`src/rtl/cpu_pkg.sv`:
```
// rtl/cpu_pkg.sv - shared widths, loader state encoding and bus-ownership codes
package cpu_pkg;

    localparam int ADDR_W = 4;
    localparam int DATA_W = 8;
    localparam int DEPTH  = 16;

    // Deasserted level of every active-low datapath strobe.
    localparam logic STROBE_IDLE = 1'b1;

    typedef enum logic [2:0] {
        LD_IDLE  = 3'd0,
        LD_WAIT  = 3'd1,
        LD_ADDR  = 3'd2,
        LD_DATA  = 3'd3,
        LD_WRITE = 3'd4,
        LD_DONE  = 3'd5
    } loader_state_e;

    typedef enum logic [1:0] {
        BUS_OWNER_NONE   = 2'd0,
        BUS_OWNER_CPU    = 2'd1,
        BUS_OWNER_LOADER = 2'd2
    } bus_owner_e;

endpackage

```
`src/rtl/program_loader.sv`:
```
// rtl/program_loader.sv - streams a program image into the shared RAM while the CPU is held
module program_loader #(
    parameter int ADDR_W = cpu_pkg::ADDR_W,
    parameter int DATA_W = cpu_pkg::DATA_W,
    parameter int DEPTH  = cpu_pkg::DEPTH
) (
    input  logic              clk,
    input  logic              rst_n,
    input  logic              start,
    input  logic              abort,
    input  logic [ADDR_W-1:0] base_addr,
    input  logic [ADDR_W:0]   length,
    input  logic              in_valid,
    input  logic [DATA_W-1:0] in_data,
    output logic              in_ready,
    output logic [DATA_W-1:0] bus_out,
    output logic              bus_oe,
    output logic              mar_addr_load_n,
    output logic              mar_mem_load_n,
    output logic              ram_load_n,
    output logic              cpu_hold,
    output logic              busy,
    output logic              done
);
    import cpu_pkg::*;

    loader_state_e     state_q, state_d;
    logic [ADDR_W-1:0] base_q, base_d;
    logic [ADDR_W:0]   len_q, len_d;
    logic [ADDR_W:0]   count_q, count_d;
    logic [DATA_W-1:0] data_q, data_d;
    logic [ADDR_W:0]   count_inc;
    logic [ADDR_W-1:0] wr_addr;

    assign count_inc = count_q + (ADDR_W+1)'(1);
    assign wr_addr   = ADDR_W'(({1'b0, base_q} + count_q) % (ADDR_W+1)'(DEPTH));

    // State and datapath update on the falling edge so everything is settled
    // by the rising edge where the MAR and RAM sample the bus.
    always_ff @(negedge clk) begin
        if (!rst_n) begin
            state_q <= LD_IDLE;
        end else begin
            state_q <= state_d;
        end
    end

    always_comb begin
        state_d = state_q;
        case (state_q)
            LD_IDLE:  if (start && !abort) state_d = (length == '0) ? LD_DONE : LD_WAIT;
            LD_WAIT:  if (in_valid) state_d = LD_ADDR;
            LD_ADDR:  state_d = LD_DATA;
            LD_DATA:  state_d = LD_WRITE;
            LD_WRITE: state_d = (count_inc == len_q) ? LD_DONE : LD_WAIT;
            LD_DONE:  state_d = LD_IDLE;
            default:  state_d = LD_IDLE;
        endcase
        if (abort && state_q != LD_IDLE) state_d = LD_IDLE;
    end

    always_ff @(negedge clk) begin
        if (!rst_n) begin
            base_q  <= '0;
            len_q   <= '0;
            count_q <= '0;
            data_q  <= '0;
        end else begin
            base_q  <= base_d;
            len_q   <= len_d;
            count_q <= count_d;
            data_q  <= data_d;
        end
    end

    always_comb begin
        base_d  = base_q;
        len_d   = len_q;
        count_d = count_q;
        data_d  = data_q;
        case (state_q)
            LD_IDLE: begin
                if (start && !abort) begin
                    base_d  = base_addr;
                    len_d   = length;
                    count_d = '0;
                end
            end
            LD_WAIT:  if (in_valid) data_d = in_data;
            LD_WRITE: count_d = count_inc;
            default: ;
        endcase
    end

    always_comb begin
        in_ready        = 1'b0;
        bus_out         = '0;
        bus_oe          = 1'b0;
        mar_addr_load_n = STROBE_IDLE;
        mar_mem_load_n  = STROBE_IDLE;
        ram_load_n      = STROBE_IDLE;
        cpu_hold        = 1'b0;
        busy            = 1'b0;
        done            = 1'b0;
        case (state_q)
            LD_WAIT: begin
                in_ready = 1'b1;
                cpu_hold = 1'b1;
                busy     = 1'b1;
            end
            LD_ADDR: begin
                bus_oe          = 1'b1;
                bus_out         = {{(DATA_W-ADDR_W){1'b0}}, wr_addr};
                mar_addr_load_n = ~STROBE_IDLE;
                cpu_hold        = 1'b1;
                busy            = 1'b1;
            end
            LD_DATA: begin
                bus_oe         = 1'b1;
                bus_out        = data_q;
                mar_mem_load_n = ~STROBE_IDLE;
                cpu_hold       = 1'b1;
                busy           = 1'b1;
            end
            LD_WRITE: begin
                ram_load_n = ~STROBE_IDLE;
                cpu_hold   = 1'b1;
                busy       = 1'b1;
            end
            LD_DONE: begin
                done     = 1'b1;
                cpu_hold = 1'b1;
            end
            default: ;
        endcase
    end

endmodule

```
`config.mk`:
```
export PLATFORM = sky130hd
export DESIGN_NAME = program_loader
export DESIGN_NICKNAME = d
export VERILOG_FILES = /design/src/rtl/cpu_pkg.sv /design/src/rtl/program_loader.sv
export SDC_FILE = /design/constraint.sdc
export NUM_CORES = 1
export LEC_CHECK = 0
export CORE_UTILIZATION = 48
export DETAILED_ROUTE_END_ITERATION = 10
export GPL_ROUTABILITY_DRIVEN = 0
export PLACE_DENSITY = 0.79
export SYNTH_ARGS = -nofsm -noshare
export SYNTH_HDL_FRONTEND = slang
export SYNTH_SLANG_ARGS = --single-unit
```
`constraint.sdc`:
```
create_clock -name clk -period 2.4 [get_ports clk]
set_clock_uncertainty 0.2 [all_clocks]
set_input_delay 0.6 -clock clk [delete_from_list [all_inputs] [get_ports clk]]
set_output_delay 0.6 -clock clk [all_outputs]
set_load 0.005 [all_outputs]
```
==> impl_metrics.json, run 1 <==
{
  "status": "aborted with a tool error",
  "haltStage": "5_1_grt",
  "firstError": "[ERROR GRT-0232] Routing congestion too high. Check the congestion heatmap in the GUI.",
  "yosysTopAreaCellShare_pct": 34.1,
  "die-height_um": 57.3,
  "synth-seq-cells": 25,
  "ys_seq_area_share_pct": 34.1,
  "ioPinCount": 38,
  "htree_levels": 1,
  "cts_buffers": 3,
  "syn-instance-count": 176,
  "grt_max_degree": 15,
  "clockRootBuffer": "clkbuf_4",
  "grt.total_usage_pct": 58.1,
  "die_w_um": 57.3,
  "grt_overflow": 3,
  "place_hpwl_um": 2800,
  "rows": 19,
  "yosys_warnings": 0,
  "synth_cell_types": 36,
  "place_ws_ns": -1.32,
  "clockBufferDepth": 2,
  "syn_avg_cell_area_um2": 8.35,
  "crit_endpoint": "bus_out[3]",
  "synth_area_leaders": "dfxtp_1 34%, nand2_1 6.9%, mux2i_1 6.8%",
  "syn-cell-area_um2": 1470,
  "numPortBuffers": 37,
  "postCtsHoldBufs": 0,
  "synth_top_area_cell": "dfxtp_1",
  "start_util_pct": 51.9,
  "synth_fp_nets": 203,
  "worstEpCategory": "top-level output",
  "cts_num_sinks": 25,
  "dp.cells": 260
}
[routing by layer]
layer	GRT usage (%)	GRT overflow
met5	0	0
met4	55.7	0
met3	32.4	0
met2	81.7	3
met1	60.5	0
[synthesized netlist by cell type]
cell type and instances:
nor2_8 1, nor2b_1 10, dfxtp_1 25, nor4_2 1
buf_6 2, nor3_1 2, a211o_1 1, and2_1 3
a21o_1 1, xnor2_1 5, and3_1 8, inv_1 6
clkbuf_1 3, fa_1 1, nand2_4 1, xor2_1 5
a31oi_1 1, nand2_1 27, mux2_4 1, or3_1 2
buf_2 2, a21boi_0 1, nand3_1 4, nor2_1 16
a21oi_1 6, o21ai_0 7, ha_1 4, a32oi_1 1
a21boi_1 11, o32ai_1 1, o211ai_1 1, nor3_4 1
inv_2 1, nand2b_1 2, mux2i_1 10, buf_4 2
[cell families after synthesis]
group	after synthesis	synth area share, %
XOR/XNOR	10	5.96
adder cells (fa/ha/maj)	5	4.77
multiplexers	11	7.84
buffers and inverters	16	5.79
AND/OR/NAND/NOR	78	27.8
flip-flops	25	34.1
AO/OA/AOI/OAI	31	13.8
[per-stage QoR]
stage               area, um2  hold WS [ns]  TNS [ns]
floorplan                1560         0.239    -13.52
global placement         2120         0.258    -33.04
detailed placement       2120         0.261    -33.83
CTS                      2620         0.266    -16.57
[repair_timing]
item / CTS
hold endpoints to repair: 0
pin swaps: 29
setup endpoints to repair: 41
setup buffers: 39
gates cloned: 1
resized for setup: 136
==> run 2, diff against run 1 <==
--- a/config.mk
+++ b/config.mk
@@ -5,10 +5,10 @@
 export SDC_FILE = /design/constraint.sdc
 export NUM_CORES = 1
 export LEC_CHECK = 0
-export CORE_UTILIZATION = 48
+export CORE_UTILIZATION = 40
 export DETAILED_ROUTE_END_ITERATION = 10
 export GPL_ROUTABILITY_DRIVEN = 0
-export PLACE_DENSITY = 0.79
+export PLACE_DENSITY_LB_ADDON = 0.15
 export SYNTH_ARGS = -nofsm -noshare
 export SYNTH_HDL_FRONTEND = slang
 export SYNTH_SLANG_ARGS = --single-unit
==> run 2 against run 1 <==
The flow now finishes, with violations (setup timing); synthesized area did not move; synthesized cell count did not move.
==> impl_metrics.json, run 2 <==
{
  "finalMaxSlewViolations": 0,
  "clockRootBuffer": "clkbuf_4",
  "syn_avg_cell_area_um2": 8.35,
  "core-area_um2": 3420,
  "rows": 21,
  "routed_wl_um": 5110,
  "layout_commonest_cell": "buf_4",
  "numPortBuffers": 37,
  "leakagePower_nw": 1.20,
  "yosysTopAreaCellShare_pct": 34.1,
  "slew_headroom_pct": 78.2,
  "worstPathArrival_ns": 2.96,
  "holdCritPathClass": "reg -> reg",
  "synth-compound-area-share_pct": 13.8,
  "dieArea_um2": 3920,
  "vias": 1669,
  "synth_top_area_cell": "dfxtp_1",
  "antenna_found_initial": 0,
  "synth.most_common_cell": "nand2_1",
  "required_ns": 1.60,
  "drv_cap": 0,
  "syn-cell-area_um2": 1470,
  "swShare_pct": 32.9,
  "postCtsHoldBufs": 0,
  "violations": "setup timing",
  "die_w_um": 62.6,
  "p_seq_share_pct": 37.0,
  "drt_iter0_markers": 65,
  "crit_type": "reg -> out",
  "internal_power_uw": 799,
  "synth_simple_gate_area_share_pct": 27.8,
  "wl_met2_um": 2710,
  "muxShareOfSynthArea_pct": 7.84,
  "dr_wl_met3_um": 238,
  "worstMarginPinSlew_ns": 0.325,
  "drt_first_pass_iters": 4,
  "peakVddDrop_v": 0.000306,
  "drive_gt1_share_pct": 47.9,
  "layout.cells.most_common_list": "29 x buf_4, 27 x inv_1, 26 x buf_6",
  "async_flop_share_pct": 0,
  "syn_to_final_growth_pct": 78.6,
  "place_hpwl_um": 2830,
  "rrSetupSlack_ns": 0.51,
  "status": "finished with violations",
  "insertion_delay_ns": 0.42,
  "ioPinCount": 38,
  "htree_levels": 1,
  "die-height_um": 62.6,
  "r2r_cells": 9,
  "reg_top3": "data_q: 8 flops, count_q: 5 flops, len_q: 5 flops",
  "syn-instance-count": 176,
  "cts_num_sinks": 25,
  "met1_length_um": 2030,
  "avgRoutedWirePerCell_um": 15.6,
  "synth_cell_types": 36,
  "synth_fp_nets": 203,
  "synth_edf_count": 0,
  "worstSetupEndpointType": "primary output",
  "finalWorstSetupSlack_ns": -1.36,
  "holdPathStages": 2,
  "finalSetupTns_ns": -16.88,
  "grt_pass1_wl_um": 7460,
  "grt_overflow": 0,
  "tritoncts": "built",
  "n_fill_cell": 226,
  "clkSlewWorstSetupHoldPaths_ns": 0.04,
  "yosys_warnings": 0,
  "rsz0062_at_grt": "true",
  "ant_nets": 0,
  "yosys_most_used_dff": "dfxtp_1",
  "drc": 0,
  "power_frac_comb_pct": 22.9,
  "r2r-end": "len_q[2]",
  "grt.total_usage_pct": 24.0,
  "synth_area_leaders": "dfxtp_1 34%, nand2_1 6.9%, mux2i_1 6.8%",
  "ys_seq_area_share_pct": 34.1,
  "hold_violations": 0,
  "grt_max_degree": 15,
  "layout.nets": 310,
  "largest_reg_flops": 8,
  "diodes": 0,
  "switchingPower_uw": 391,
  "synth_top_family_by_area": "simple AND/OR/NAND/NOR gates",
  "ys_top_cells_by_count": "27 x nand2_1, 25 x dfxtp_1, 16 x nor2_1",
  "start_util_pct": 43.0,
  "reg2reg_from": "state_q[0]",
  "top_register": "data_q",
  "worstHoldEndpoint": "base_q[3]",
  "p_per_area_nw_per_um2": 454,
  "synth-seq-cells": 25,
  "place_ws_ns": -1.33,
  "clockBufferDepth": 2,
  "viasPerCell": 5.09,
  "cts_buffers": 3,
  "grt_pass1_vias": 1705,
  "worstHoldStart": "base_q[3]",
  "worstPathMaxFanout": 2,
  "synth_fa_ha_area_share_pct": 4.77,
  "clockPowerShare_pct": 40.1,
  "synth_xor_area_share_pct": 5.96,
  "cp-start-kind": "flip-flop",
  "topRoutingLayerUsed": "met4",
  "setup_violations": 30
}
run 2: cell counts after synthesis:
No cell type changed its count.
run 2: final cells by class:
cell class | count | area, um2 | area share (%)
repair buffers | 85 | 761 | 29.0
clock buffers | 3 | 22.5 | 0.858
inverters | 6 | 27.5 | 1.05
flip-flops and latches | 25 | 522 | 19.9
multi-input cells | 137 | 1110 | 42.3
well taps | 46 | 57.6 | 2.19
clock inverters | 26 | 124 | 4.72
run 2: layer usage:
metal,track usage [%],vias up
met4,12.5,0
li1,-,811
met5,0,-
met2,42.8,52
met3,6.02,15
met1,25.9,791
run 2: timing repair:
| action | in CTS | in global routing |
|---|---|---|
| gates resized for setup | 130 | 49 |
| setup endpoints to repair | 41 | 34 |
| pin swaps | 25 | 28 |
| gates cloned | 1 | 1 |
| buffers inserted | 15 | 9 |
run 2: through the flow:
| stage | util, % | cells | area, um2 | hold WS, ns | total power [mW] |
|---|---|---|---|---|---|
| after floorplan | - | 176 | 1560 | 0.239 | 0.614 |
| after global routing | 76.8 | 328 | 2620 | 0.287 | 1.28 |
| final | 76.8 | 328 | 2620 | 0.261 | 1.19 |
| after CTS | 71.6 | 322 | 2450 | 0.269 | 1.14 |
| after global placement | 63.4 | 280 | 2160 | 0.256 | 0.705 |
| after detailed placement | 63.4 | 280 | 2160 | 0.262 | 0.711 |
run 2: kinds of logic (layout without fill, tap and decap cells):
family	Yosys count	in the layout
buf+inv	16	120
simple gates	78	80
compound gates	31	31
fa+ha+maj	5	5
flops	25	25
xor+xnor	10	10
mux	11	11
run 2: worst max path at each step:
stage,slack [ns],from,endpoint
after global placement,-1.29,base_q[1],bus_out[3]
after global routing,-1.46,base_q[0],bus_out[1]
after detailed placement,-1.33,base_q[1],bus_out[3]
final,-1.36,base_q[0],bus_out[1]
after CTS,-1.35,count_q[0],bus_out[1]
after floorplan,-0.81,count_q[0],bus_out[1]
run 2: power by group through the flow:
stage,clock network [mW],logic (mW),registers (mW)
finish,0.477,0.273,0.440
global route,0.546,0.289,0.440
CTS,0.485,0.220,0.439
detailed placement,0.0662,0.196,0.449
global placement,0.0662,0.190,0.449
floorplan,0.0662,0.103,0.444
run 2: worst max-delay path, stage by stage (launching register included):
cell,delay (ns)
dfxtp_2,0.34
ha_4,0.13
inv_2,0.03
fa_2,0.51
nor2_1,0.04
a21oi_1,0.12
nor2_1,0.06
buf_2,0.13
No activity file was read; power rests on OpenSTA's default activity.
==> run 3, diff against run 2 <==
--- a/config.mk
+++ b/config.mk
@@ -5,6 +5,7 @@
 export SDC_FILE = /design/constraint.sdc
 export NUM_CORES = 1
 export LEC_CHECK = 0
+export CAP_MARGIN = 10
 export CORE_UTILIZATION = 40
 export DETAILED_ROUTE_END_ITERATION = 10
 export GPL_ROUTABILITY_DRIVEN = 0
==> results of run 3 <==
No change in the layout: final DEF, timing and power equal those of run 2.
==> run 4, diff against run 3 <==
--- a/config.mk
+++ b/config.mk
@@ -10,6 +10,7 @@
 export DETAILED_ROUTE_END_ITERATION = 10
 export GPL_ROUTABILITY_DRIVEN = 0
 export PLACE_DENSITY_LB_ADDON = 0.15
+export SKIP_CTS_REPAIR_TIMING = 1
 export SYNTH_ARGS = -nofsm -noshare
 export SYNTH_HDL_FRONTEND = slang
 export SYNTH_SLANG_ARGS = --single-unit
==> run 4 against run 3 <==
The flow still finishes with violations (setup timing); total power shrank 3.7%; combinational power fell by 15%; worst hold slack improved by 0.0082 ns; final cell count down 3.4%; sequential cell count stayed put; register-to-register slack improved by 0.14 ns; die area did not move; wire length decreased by 17%; clock power decreased by 1%; global-route usage fell by 4.6 points; utilization fell by 2.9 points.
==> impl_metrics.json, run 4 (same netlist as run 2, synthesis figures left out) <==
{
  "slew_headroom_pct": 80.5,
  "grt_pass1_wl_um": 6180,
  "syn_to_final_growth_pct": 71.8,
  "worstPathArrival_ns": 2.92,
  "crit_slowest_cell": "fa_2",
  "drc": 0,
  "setup_violations": 32,
  "die-height_um": 62.6,
  "worstHoldEndpoint": "base_q[3]",
  "dr_wl_met3_um": 147,
  "worstPathMaxFanout": 2,
  "rrSetupSlack_ns": 0.65,
  "layout_commonest_cell": "inv_1",
  "layout.nets": 299,
  "cp.depth": 7,
  "finalWorstSetupSlack_ns": -1.32,
  "rsz0062_at_grt": "true",
  "wl_met2_um": 2250,
  "avgRoutedWirePerCell_um": 13.4,
  "crit_buf_inv": 2,
  "regArea_um2": 522,
  "worstMarginPinSlew_ns": 0.292,
  "holdCritPathClass": "reg -> reg",
  "place_hpwl_um": 2830,
  "n_fill_cell": 262,
  "cts_num_sinks": 25,
  "leakagePower_nw": 1.20,
  "die_w_um": 62.6,
  "clkSlewWorstSetupHoldPaths_ns": 0.04,
  "dieArea_um2": 3920,
  "antenna_found_initial": 0,
  "drv_cap": 0,
  "crit_chain": "ha_4 -> inv_2 -> fa_2 -> nor2_1 -> a21oi_1 -> nor2_1 -> clkbuf_2",
  "cts_buffers": 3,
  "ant_nets": 0,
  "viasPerCell": 4.97,
  "power_mw": 1.15,
  "peakVddDrop_v": 0.000286,
  "start_util_pct": 43.0,
  "grt_pass1_vias": 1504,
  "drt_first_pass_iters": 4,
  "cp-start-kind": "flip-flop",
  "crit_top_cell": "nor2_1",
  "critPathMaxStageDelay_ns": 0.50,
  "layout.cells.most_common_list": "27 x inv_1, 26 x buf_4, 18 x dfxtp_1",
  "rows": 21,
  "status": "finished with violations",
  "routed_wl_um": 4250,
  "violations": "setup timing",
  "met1_length_um": 1820,
  "clockRootBuffer": "clkbuf_4",
  "multi_input_area_um2": 1090,
  "top_register": "data_q",
  "insertion_delay_ns": 0.41,
  "topRoutingLayerUsed": "met4",
  "grt_max_degree": 15,
  "finalSetupTns_ns": -16.04,
  "crit_family": "adder cells",
  "clockBufferDepth": 2,
  "drive_gt1_share_pct": 41.7,
  "r2r-end": "base_q[1]",
  "ioPinCount": 38,
  "grt_overflow": 0,
  "worstHoldStart": "base_q[3]",
  "worstSetupEndpointType": "primary output",
  "reg_top3": "data_q: 8 flops, count_q: 5 flops, len_q: 5 flops",
  "vias": 1576,
  "required_ns": 1.60,
  "numPortBuffers": 37,
  "largest_reg_flops": 8,
  "diodes": 0,
  "crit_type": "reg -> out",
  "htree_levels": 1,
  "grt.total_usage_pct": 19.4,
  "holdPathStages": 2,
  "p_per_area_nw_per_um2": 454,
  "tritoncts": "built",
  "hold_violations": 0,
  "reg2reg_from": "state_q[2]",
  "finalMaxSlewViolations": 0,
  "drt_iter0_markers": 58,
  "core-area_um2": 3420,
  "r2r_cells": 8
}
## run 4: cell types whose count changed in the layout (fill, tap and decap cells not counted), sizes merged
cell and change:
dlymetal6s2s +7, nand2 -1, buf -25, clkbuf +8
## run 4: worst max-delay path by stage
| stage | start | to | slack, ns |
|---|---|---|---|
| 2_1_floorplan | count_q[0] | bus_out[1] | -0.81 |
| 3_3_place_gp | base_q[1] | bus_out[3] | -1.29 |
| 3_5_place_dp | base_q[1] | bus_out[3] | -1.33 |
| 4_1_cts | base_q[1] | bus_out[3] | -1.77 |
| 5_1_grt | count_q[1] | bus_out[3] | -1.44 |
| 6_report | base_q[0] | bus_out[1] | -1.32 |
## run 4: power breakdown
group          switching [mW]  internal [mW]
Clock                   0.249          0.223
Sequential             0.0145          0.427
Combinational           0.103          0.130
## run 4: metal layers
| metal | global-route usage (%) | up-vias |
|---|---|---|
| li1 | - | 784 |
| met1 | 21.2 | 751 |
| met2 | 35.1 | 37 |
| met3 | 5.11 | 4 |
| met4 | 8.43 | 0 |
| met5 | 0 | - |
## run 4: final cells by class
| class | instances | share of cell area, % |
|---|---|---|
| Clock buffer | 3 | 0.892 |
| Clock inverter | 26 | 4.91 |
| Inverter | 6 | 0.992 |
| Multi-Input combinational cell | 136 | 43.0 |
| Sequential cell | 25 | 20.7 |
| Tap cell | 46 | 2.28 |
| Timing Repair Buffer | 75 | 27.2 |
## run 4: tightest hold or removal path, stage by stage (launching register included)
cell and delay (ns):
dfxtp_1 0.31, nand2_1 0.06, a21boi_1 0.05
## run 4: metrics by stage
stage / setup slack (ns) / hold WS [ns] / std cells / instance area (um2) / utilization, %
after global routing: -1.44 / 0.292 / 317 / 2520 / 73.9
final: -1.32 / 0.269 / 317 / 2520 / 73.9
after CTS: -1.77 / 0.269 / 308 / 2310 / 67.5
after global placement: -1.29 / 0.256 / 280 / 2160 / 63.4
after detailed placement: -1.33 / 0.262 / 280 / 2160 / 63.4
after floorplan: -0.809 / 0.239 / 176 / 1560 / -
